`config.mk`:
```
export PLATFORM = sky130hd
export DESIGN_NAME = wb_port_arbiter
export DESIGN_NICKNAME = d
export VERILOG_FILES = /design/src/rtl/wb_port_arbiter.sv
export SDC_FILE = /design/constraint.sdc
export NUM_CORES = 1
export LEC_CHECK = 0
export BUFFER_PORTS_ARGS = -buffer_cell sky130_fd_sc_hd__buf_2
export CAP_MARGIN = 20
export CELL_PAD_IN_SITES_DETAIL_PLACEMENT = 1
export CELL_PAD_IN_SITES_GLOBAL_PLACEMENT = 1
export CORE_MARGIN = 4
export CORE_UTILIZATION = 35
export CTS_CLUSTER_SIZE = 40
export DETAILED_ROUTE_END_ITERATION = 10
export HOLD_SLACK_MARGIN = 0.1
export PLACE_DENSITY_LB_ADDON = 0.1
export RECOVER_POWER = 50
export SETUP_SLACK_MARGIN = 0.15
export SLEW_MARGIN = 10
export SYNTH_ARGS = -nofsm -noshare
export SYNTH_HDL_FRONTEND = slang
export SYNTH_SLANG_ARGS = --single-unit
```
`constraint.sdc`:
```
create_clock -name clk -period 7 [get_ports clk]
set_input_delay 1.4 -clock clk [delete_from_list [all_inputs] [get_ports clk]]
set_output_delay 1.4 -clock clk [all_outputs]
set_load 0.05 [all_outputs]
```
`src/rtl/wb_port_arbiter.sv`:
```
// Register-file write-port arbiter that merges WB-stage writes with MDU results held in a 2-entry buffer.
// Zero-latency grant, combinational from state; the MDU is backpressured via mdu_ready_out when the buffer is full; WB is stalled only when starvation forces the buffer head.
module wb_port_arbiter #(
  parameter int STARVE_LIMIT = 8
) (
  input  logic        clk,
  input  logic        reset,
  input  logic        pipe_regwrite_in,
  input  logic [4:0]  pipe_rd_in,
  input  logic [31:0] pipe_wdata_in,
  input  logic        mdu_valid_in,
  input  logic [4:0]  mdu_rd_in,
  input  logic [31:0] mdu_wdata_in,
  output logic        mdu_ready_out,
  input  logic [4:0]  chk_rs1_in,
  input  logic [4:0]  chk_rs2_in,
  input  logic [4:0]  chk_rd_in,
  output logic        hazard_out,
  output logic        pipe_stall_out,
  output logic        rf_we_out,
  output logic [4:0]  rf_waddr_out,
  output logic [31:0] rf_wdata_out,
  output logic [1:0]  pending_count_out
);

  localparam logic [3:0] STARVE_MAX = 4'(STARVE_LIMIT - 1);

  typedef struct packed {
    logic [4:0]  rd;
    logic [31:0] data;
  } entry_t;

  typedef enum logic [1:0] {
    SRC_NONE,
    SRC_PIPE,
    SRC_HEAD,
    SRC_BYP
  } src_e;

  entry_t     fifo_q [2];
  logic [1:0] count;
  logic [3:0] starve_cnt;

  logic   pipe_eff;
  logic   mdu_hs;
  logic   mdu_nz;
  logic   fifo_ne;
  logic   starved;
  src_e   grant;
  logic   pop;
  logic   push;
  entry_t mdu_entry;

  function automatic logic chk_hit(input logic [4:0] rd);
    return (chk_rs1_in != 5'd0 && rd == chk_rs1_in) ||
           (chk_rs2_in != 5'd0 && rd == chk_rs2_in) ||
           (chk_rd_in  != 5'd0 && rd == chk_rd_in);
  endfunction

  assign pipe_eff      = pipe_regwrite_in && (pipe_rd_in != 5'd0);
  assign mdu_ready_out = !reset && (count != 2'd2);
  assign mdu_hs        = mdu_valid_in && mdu_ready_out;
  assign mdu_nz        = mdu_hs && (mdu_rd_in != 5'd0);
  assign fifo_ne       = (count != 2'd0);
  assign starved       = fifo_ne && (starve_cnt == STARVE_MAX);
  assign mdu_entry     = '{rd: mdu_rd_in, data: mdu_wdata_in};

  always_comb begin
    grant = SRC_NONE;
    if (reset)         grant = SRC_NONE;
    else if (starved)  grant = SRC_HEAD;
    else if (pipe_eff) grant = SRC_PIPE;
    else if (fifo_ne)  grant = SRC_HEAD;
    else if (mdu_nz)   grant = SRC_BYP;
  end

  assign pop            = (grant == SRC_HEAD);
  assign push           = mdu_nz && (grant != SRC_BYP);
  assign pipe_stall_out = !reset && pipe_eff && starved;

  always_comb begin
    rf_we_out    = 1'b0;
    rf_waddr_out = 5'd0;
    rf_wdata_out = 32'd0;
    case (grant)
      SRC_PIPE: begin
        rf_we_out    = 1'b1;
        rf_waddr_out = pipe_rd_in;
        rf_wdata_out = pipe_wdata_in;
      end
      SRC_HEAD: begin
        rf_we_out    = 1'b1;
        rf_waddr_out = fifo_q[0].rd;
        rf_wdata_out = fifo_q[0].data;
      end
      SRC_BYP: begin
        rf_we_out    = 1'b1;
        rf_waddr_out = mdu_rd_in;
        rf_wdata_out = mdu_wdata_in;
      end
      default: ;
    endcase
  end

  // Only entries below the count are live; stale slots must not raise a hazard.
  assign hazard_out = ((count != 2'd0) && chk_hit(fifo_q[0].rd)) ||
                      ((count == 2'd2) && chk_hit(fifo_q[1].rd));

  assign pending_count_out = count;

  always_ff @(posedge clk or posedge reset) begin
    if (reset) begin
      fifo_q[0]  <= '0;
      fifo_q[1]  <= '0;
      count      <= 2'd0;
      starve_cnt <= 4'd0;
    end else begin
      if (push && pop) begin
        if (count == 2'd2) begin
          fifo_q[0] <= fifo_q[1];
          fifo_q[1] <= mdu_entry;
        end else begin
          fifo_q[0] <= mdu_entry;
        end
      end else if (push) begin
        if (count == 2'd0) fifo_q[0] <= mdu_entry;
        else               fifo_q[1] <= mdu_entry;
        count <= count + 2'd1;
      end else if (pop) begin
        fifo_q[0] <= fifo_q[1];
        count     <= count - 2'd1;
      end

      // Counts only cycles where a buffered head was passed over.
      if (pop || !fifo_ne)
        starve_cnt <= 4'd0;
      else if (starve_cnt != STARVE_MAX)
        starve_cnt <= starve_cnt + 4'd1;
    end
  end

endmodule

```
==> run_summary.xml <==
<?xml version="1.0" encoding="UTF-8"?>
<metrics>
  <group name="timing">
    <metric name="timing_worst_slew_pin_value" unit="ps">2580</metric>
    <metric name="maxSlewHeadroom" unit="">-0.719</metric>
    <metric name="fmax" unit="GHz">0.167</metric>
    <metric name="timing.clock.skew" unit="ps">8.04</metric>
    <metric name="final_max_slew_viol_count" unit="">85</metric>
    <metric name="layout_worst_path_cycle_share" unit="">0.854</metric>
    <metric name="period_minus_slack" unit="ps">5980</metric>
    <metric name="final.setup.tns" unit="ps">0</metric>
    <metric name="report.final.setup_viol" unit="">0</metric>
    <metric name="final-hold-violation-count" unit="">0</metric>
    <metric name="setup_repair_after_global_routing_missed_its_margin" unit="">false</metric>
  </group>
  <group name="synth">
    <metric name="postSynth.asyncResetShare" unit="">1.00</metric>
    <metric name="post_synth_and_or_nand_nor_area_fraction" unit="">0.109</metric>
    <metric name="most_frequently_used_flop_master_after_synthesis" unit="">sky130_fd_sc_hd__dfrtp_1</metric>
    <metric name="synthCells" unit="">501</metric>
    <metric name="yosys-top-cells-area" unit="">sky130_fd_sc_hd__dfrtp_1, sky130_fd_sc_hd__mux2_2, sky130_fd_sc_hd__mux2i_1</metric>
    <metric name="yosysUniqueCellTypes" unit="">42</metric>
    <metric name="synth_adder_area_share" unit="">0.00735</metric>
    <metric name="synth_top_family_by_area" unit="">multiplexers</metric>
    <metric name="ys_ff_latch" unit="">80</metric>
    <metric name="synthXorXnorAreaFrac" unit="">0.0549</metric>
    <metric name="synthesis.area" unit="sq mm">0.00510</metric>
    <metric name="synth.net_count" unit="">597</metric>
    <metric name="synth_top_area_share" unit="">0.392</metric>
    <metric name="synth_edf_count" unit="">0</metric>
    <metric name="sequential_to_total_area_share_from_yosys_stat" unit="">0.392</metric>
    <metric name="synth_largest_area_cell" unit="">sky130_fd_sc_hd__dfrtp_1</metric>
    <metric name="synth-compound-area-share" unit="">0.100</metric>
    <metric name="syn_avg_cell_area" unit="sq um">10.2</metric>
    <metric name="synthesis_warning_total" unit="">0</metric>
    <metric name="synthMuxAreaShare" unit="">0.294</metric>
  </group>
  <group name="floorplan">
    <metric name="io-pin-count" unit="">136</metric>
    <metric name="row_count" unit="">43</metric>
    <metric name="chipWidth" unit="um">129</metric>
    <metric name="floorplan.core_area" unit="sq mm">0.0141</metric>
    <metric name="initial_core_util" unit="">0.362</metric>
    <metric name="die_h" unit="um">129</metric>
    <metric name="floorplan.die_area" unit="sq mm">0.0166</metric>
  </group>
  <group name="clock_tree">
    <metric name="cts_sinks" unit="">80</metric>
    <metric name="max-clock-path-buffers" unit="">2</metric>
    <metric name="clkTransAtPathRegs" unit="ps">60</metric>
    <metric name="ctsHoldBuffers" unit="">0</metric>
    <metric name="cts_max_level" unit="">3</metric>
    <metric name="postCtsResizedCells" unit="">0</metric>
    <metric name="cts-buffers-inserted" unit="">9</metric>
    <metric name="clk_root_buffer_cell" unit="">sky130_fd_sc_hd__clkbuf_16</metric>
    <metric name="postCtsSetupRepairBufs" unit="">0</metric>
    <metric name="cts_tree" unit="">built</metric>
    <metric name="clk-insertion-delay-late" unit="ps">350</metric>
  </group>
  <group name="grt">
    <metric name="grt_max_degree" unit="">83</metric>
    <metric name="vias_in_the_first_global_route" unit="">4671</metric>
    <metric name="globalRouteTotalUtil" unit="">0.183</metric>
    <metric name="grt_first_pass_wirelength" unit="mm">24.0</metric>
    <metric name="number_of_antenna_violations_at_the_first_check_in_global_routing" unit="">0</metric>
    <metric name="overflow" unit="">0</metric>
  </group>
  <group name="detailed_routing">
    <metric name="routedWlPerCell" unit="um">18.2</metric>
    <metric name="avgViaCountPerCell" unit="">5.28</metric>
    <metric name="count_of_vias_placed_by_the_detailed_router" unit="">4284</metric>
    <metric name="drtPass1Iterations" unit="">4</metric>
    <metric name="routed_wl" unit="mm">14.8</metric>
    <metric name="detail-route-antenna-nets" unit="">0</metric>
    <metric name="drt_iter0_markers" unit="">103</metric>
    <metric name="drc" unit="">0</metric>
  </group>
  <group name="power">
    <metric name="irDropWorstVdd" unit="V">0.000141</metric>
    <metric name="power_leakage" unit="nW">2.78</metric>
    <metric name="p_per_area" unit="mW/mm^2">410</metric>
  </group>
  <group name="placement">
    <metric name="place.gp.congestion" unit="">0.747</metric>
    <metric name="buffer_ports.inserted" unit="">135</metric>
    <metric name="hpwlAfterDp" unit="mm">10.4</metric>
    <metric name="numPlacedInstances" unit="">794</metric>
  </group>
  <group name="setup_path">
    <metric name="cell_by_cell_listing_of_the_critical_path" unit="">clkbuf_1 -&gt; or3_1 -&gt; o31ai_1 -&gt; a221oi_4 -&gt; buf_4 -&gt; mux2i_1 -&gt; o21ai_0 -&gt; buf_2</metric>
    <metric name="startpoint" unit="">pipe_rd_in[2]</metric>
    <metric name="startpoint_type_of_the_worst_setup_path" unit="">input port</metric>
    <metric name="crit_required" unit="ps">5600</metric>
    <metric name="reg2reg_depth" unit="">9</metric>
    <metric name="critical-path-max-stage-delay" unit="ps">1090</metric>
    <metric name="library_cell_contributing_the_largest_single_delay_on_the_critical_path" unit="">sky130_fd_sc_hd__o31ai_1</metric>
    <metric name="rrSetupSlack" unit="ps">3120</metric>
    <metric name="worst_setup_path_end_kind" unit="">primary output</metric>
    <metric name="critical_path_peak_fanout" unit="">29</metric>
    <metric name="timing_worst_setup_path_type" unit="">in2out</metric>
    <metric name="worst_r2r_startpoint" unit="">pending_count_out[0]</metric>
    <metric name="arrival" unit="ps">4580</metric>
  </group>
  <group name="outcome">
    <metric name="failed_checks" unit="">capacitance limit, slew limit</metric>
    <metric name="run_status" unit="">finished with violations</metric>
  </group>
  <group name="layout">
    <metric name="area_delta_synth_final" unit="%">22.2</metric>
    <metric name="final_layout_size_suffix_gt1_frac" unit="">0.380</metric>
    <metric name="most_used_cells_in_the_layout_excluding_fill_and_tap_cells" unit="">sky130_fd_sc_hd__buf_2, sky130_fd_sc_hd__dfrtp_1, sky130_fd_sc_hd__nand2_1</metric>
    <metric name="commonest_non_fill_non_tap_cell_in_the_layout" unit="">sky130_fd_sc_hd__buf_2</metric>
    <metric name="antenna_cells_inserted" unit="">0</metric>
    <metric name="finalNetCount" unit="">722</metric>
    <metric name="fill_cells" unit="">1630</metric>
    <metric name="stdcell_count" unit="">811</metric>
  </group>
  <group name="job">
    <metric name="max_cap_viol_count" unit="">2</metric>
  </group>
  <group name="min_path">
    <metric name="hold-path-cell-count" unit="">1</metric>
    <metric name="hold_path.startpoint" unit="">fifo_q[14]</metric>
    <metric name="hp-class" unit="">reg2reg</metric>
  </group>
</metrics>
## sequential cells by signal (all words and copies together) (netlist names)
name and count:
fifo_q 74, pending_count_out 2, starve_cnt 4
## cell families after synthesis
logic type	Yosys count
xor gates and xnor gates	32
muxes	135
adders and majority gates	3
buffers and inverters	49
DFF	80
AOI/OAI and AO/OA	77
and+or+nand+nor	125
## cell type report
cell class,count,area (sq um),share of cell area
clock inverters,3,26.3,0.00421
flip-flops and latches,80,2000,0.321
clock buffers,13,250,0.0401
inverters,19,72.6,0.0116
multi-input cells,372,2930,0.470
repair buffers,144,728,0.117
well taps,180,225,0.0361
## synthesized netlist by cell type (3+ instances only)
| master | number |
|---|---|
| sky130_fd_sc_hd__a21oi_1 | 4 |
| sky130_fd_sc_hd__buf_2 | 11 |
| sky130_fd_sc_hd__clkbuf_1 | 16 |
| sky130_fd_sc_hd__dfrtp_1 | 80 |
| sky130_fd_sc_hd__ha_1 | 3 |
| sky130_fd_sc_hd__inv_1 | 19 |
| sky130_fd_sc_hd__mux2_2 | 69 |
| sky130_fd_sc_hd__mux2_4 | 13 |
| sky130_fd_sc_hd__mux2i_1 | 53 |
| sky130_fd_sc_hd__nand2_1 | 70 |
| sky130_fd_sc_hd__nand3_1 | 21 |
| sky130_fd_sc_hd__nor2_1 | 12 |
| sky130_fd_sc_hd__nor4_1 | 7 |
| sky130_fd_sc_hd__o21ai_0 | 39 |
| sky130_fd_sc_hd__o21ai_1 | 3 |
| sky130_fd_sc_hd__o221ai_1 | 15 |
| sky130_fd_sc_hd__or3_1 | 4 |
| sky130_fd_sc_hd__or4_1 | 4 |
| sky130_fd_sc_hd__xnor2_1 | 17 |
| sky130_fd_sc_hd__xor2_1 | 15 |
## report_power, final
group	leakage [nW]	internal (W)	total, W	switching [W]
combinational	1.69	0.000543	0.00121	0.000670
clock	0.134	0.000253	0.000447	0.000194
sequential	0.956	0.000697	0.000895	0.000198
## worst max-delay path, delay by kind of cell
| kind | cells | cell delay, ps |
|---|---|---|
| buffers and inverters | 3 | 820 |
| AOI/OAI and AO/OA | 3 | 1670 |
| and+or+nand+nor | 1 | 480 |
| muxes | 1 | 200 |
## per-stage QoR
step                      utilization  setup WS (ps)  total power [W]  hold slack, ps  instance area, sq um
after floorplan                     -            674          0.00182             477                  5100
after global placement          0.424           1520          0.00209             485                  5970
after detailed placement        0.424           1460          0.00213             496                  5970
after CTS                       0.443           1430          0.00260             509                  6250
after global routing            0.442            723          0.00274             525                  6240
final                           0.442           1020          0.00255             505                  6240
## layer usage
| metal | up-vias | track usage | share of wire |
|---|---|---|---|
| met3 | 18 | 0.0415 | 0.039 |
| met5 | - | 0 | 0 |
| li1 | 2040 | - | - |
| met1 | 2148 | 0.223 | 0.44 |
| met4 | 0 | 0.0463 | 0.014 |
| met2 | 78 | 0.326 | 0.51 |
## path summary, 6_finish.rpt
kind / endpoint
setup / recovery: rf_wdata_out[0]
hold / removal: fifo_q[14]
setup reg to reg: fifo_q[61]
hold reg to reg: fifo_q[14]
max in group asynchronous: fifo_q[55]
min in group asynchronous: starve_cnt[2]
(Power assumes the default switching activity.)
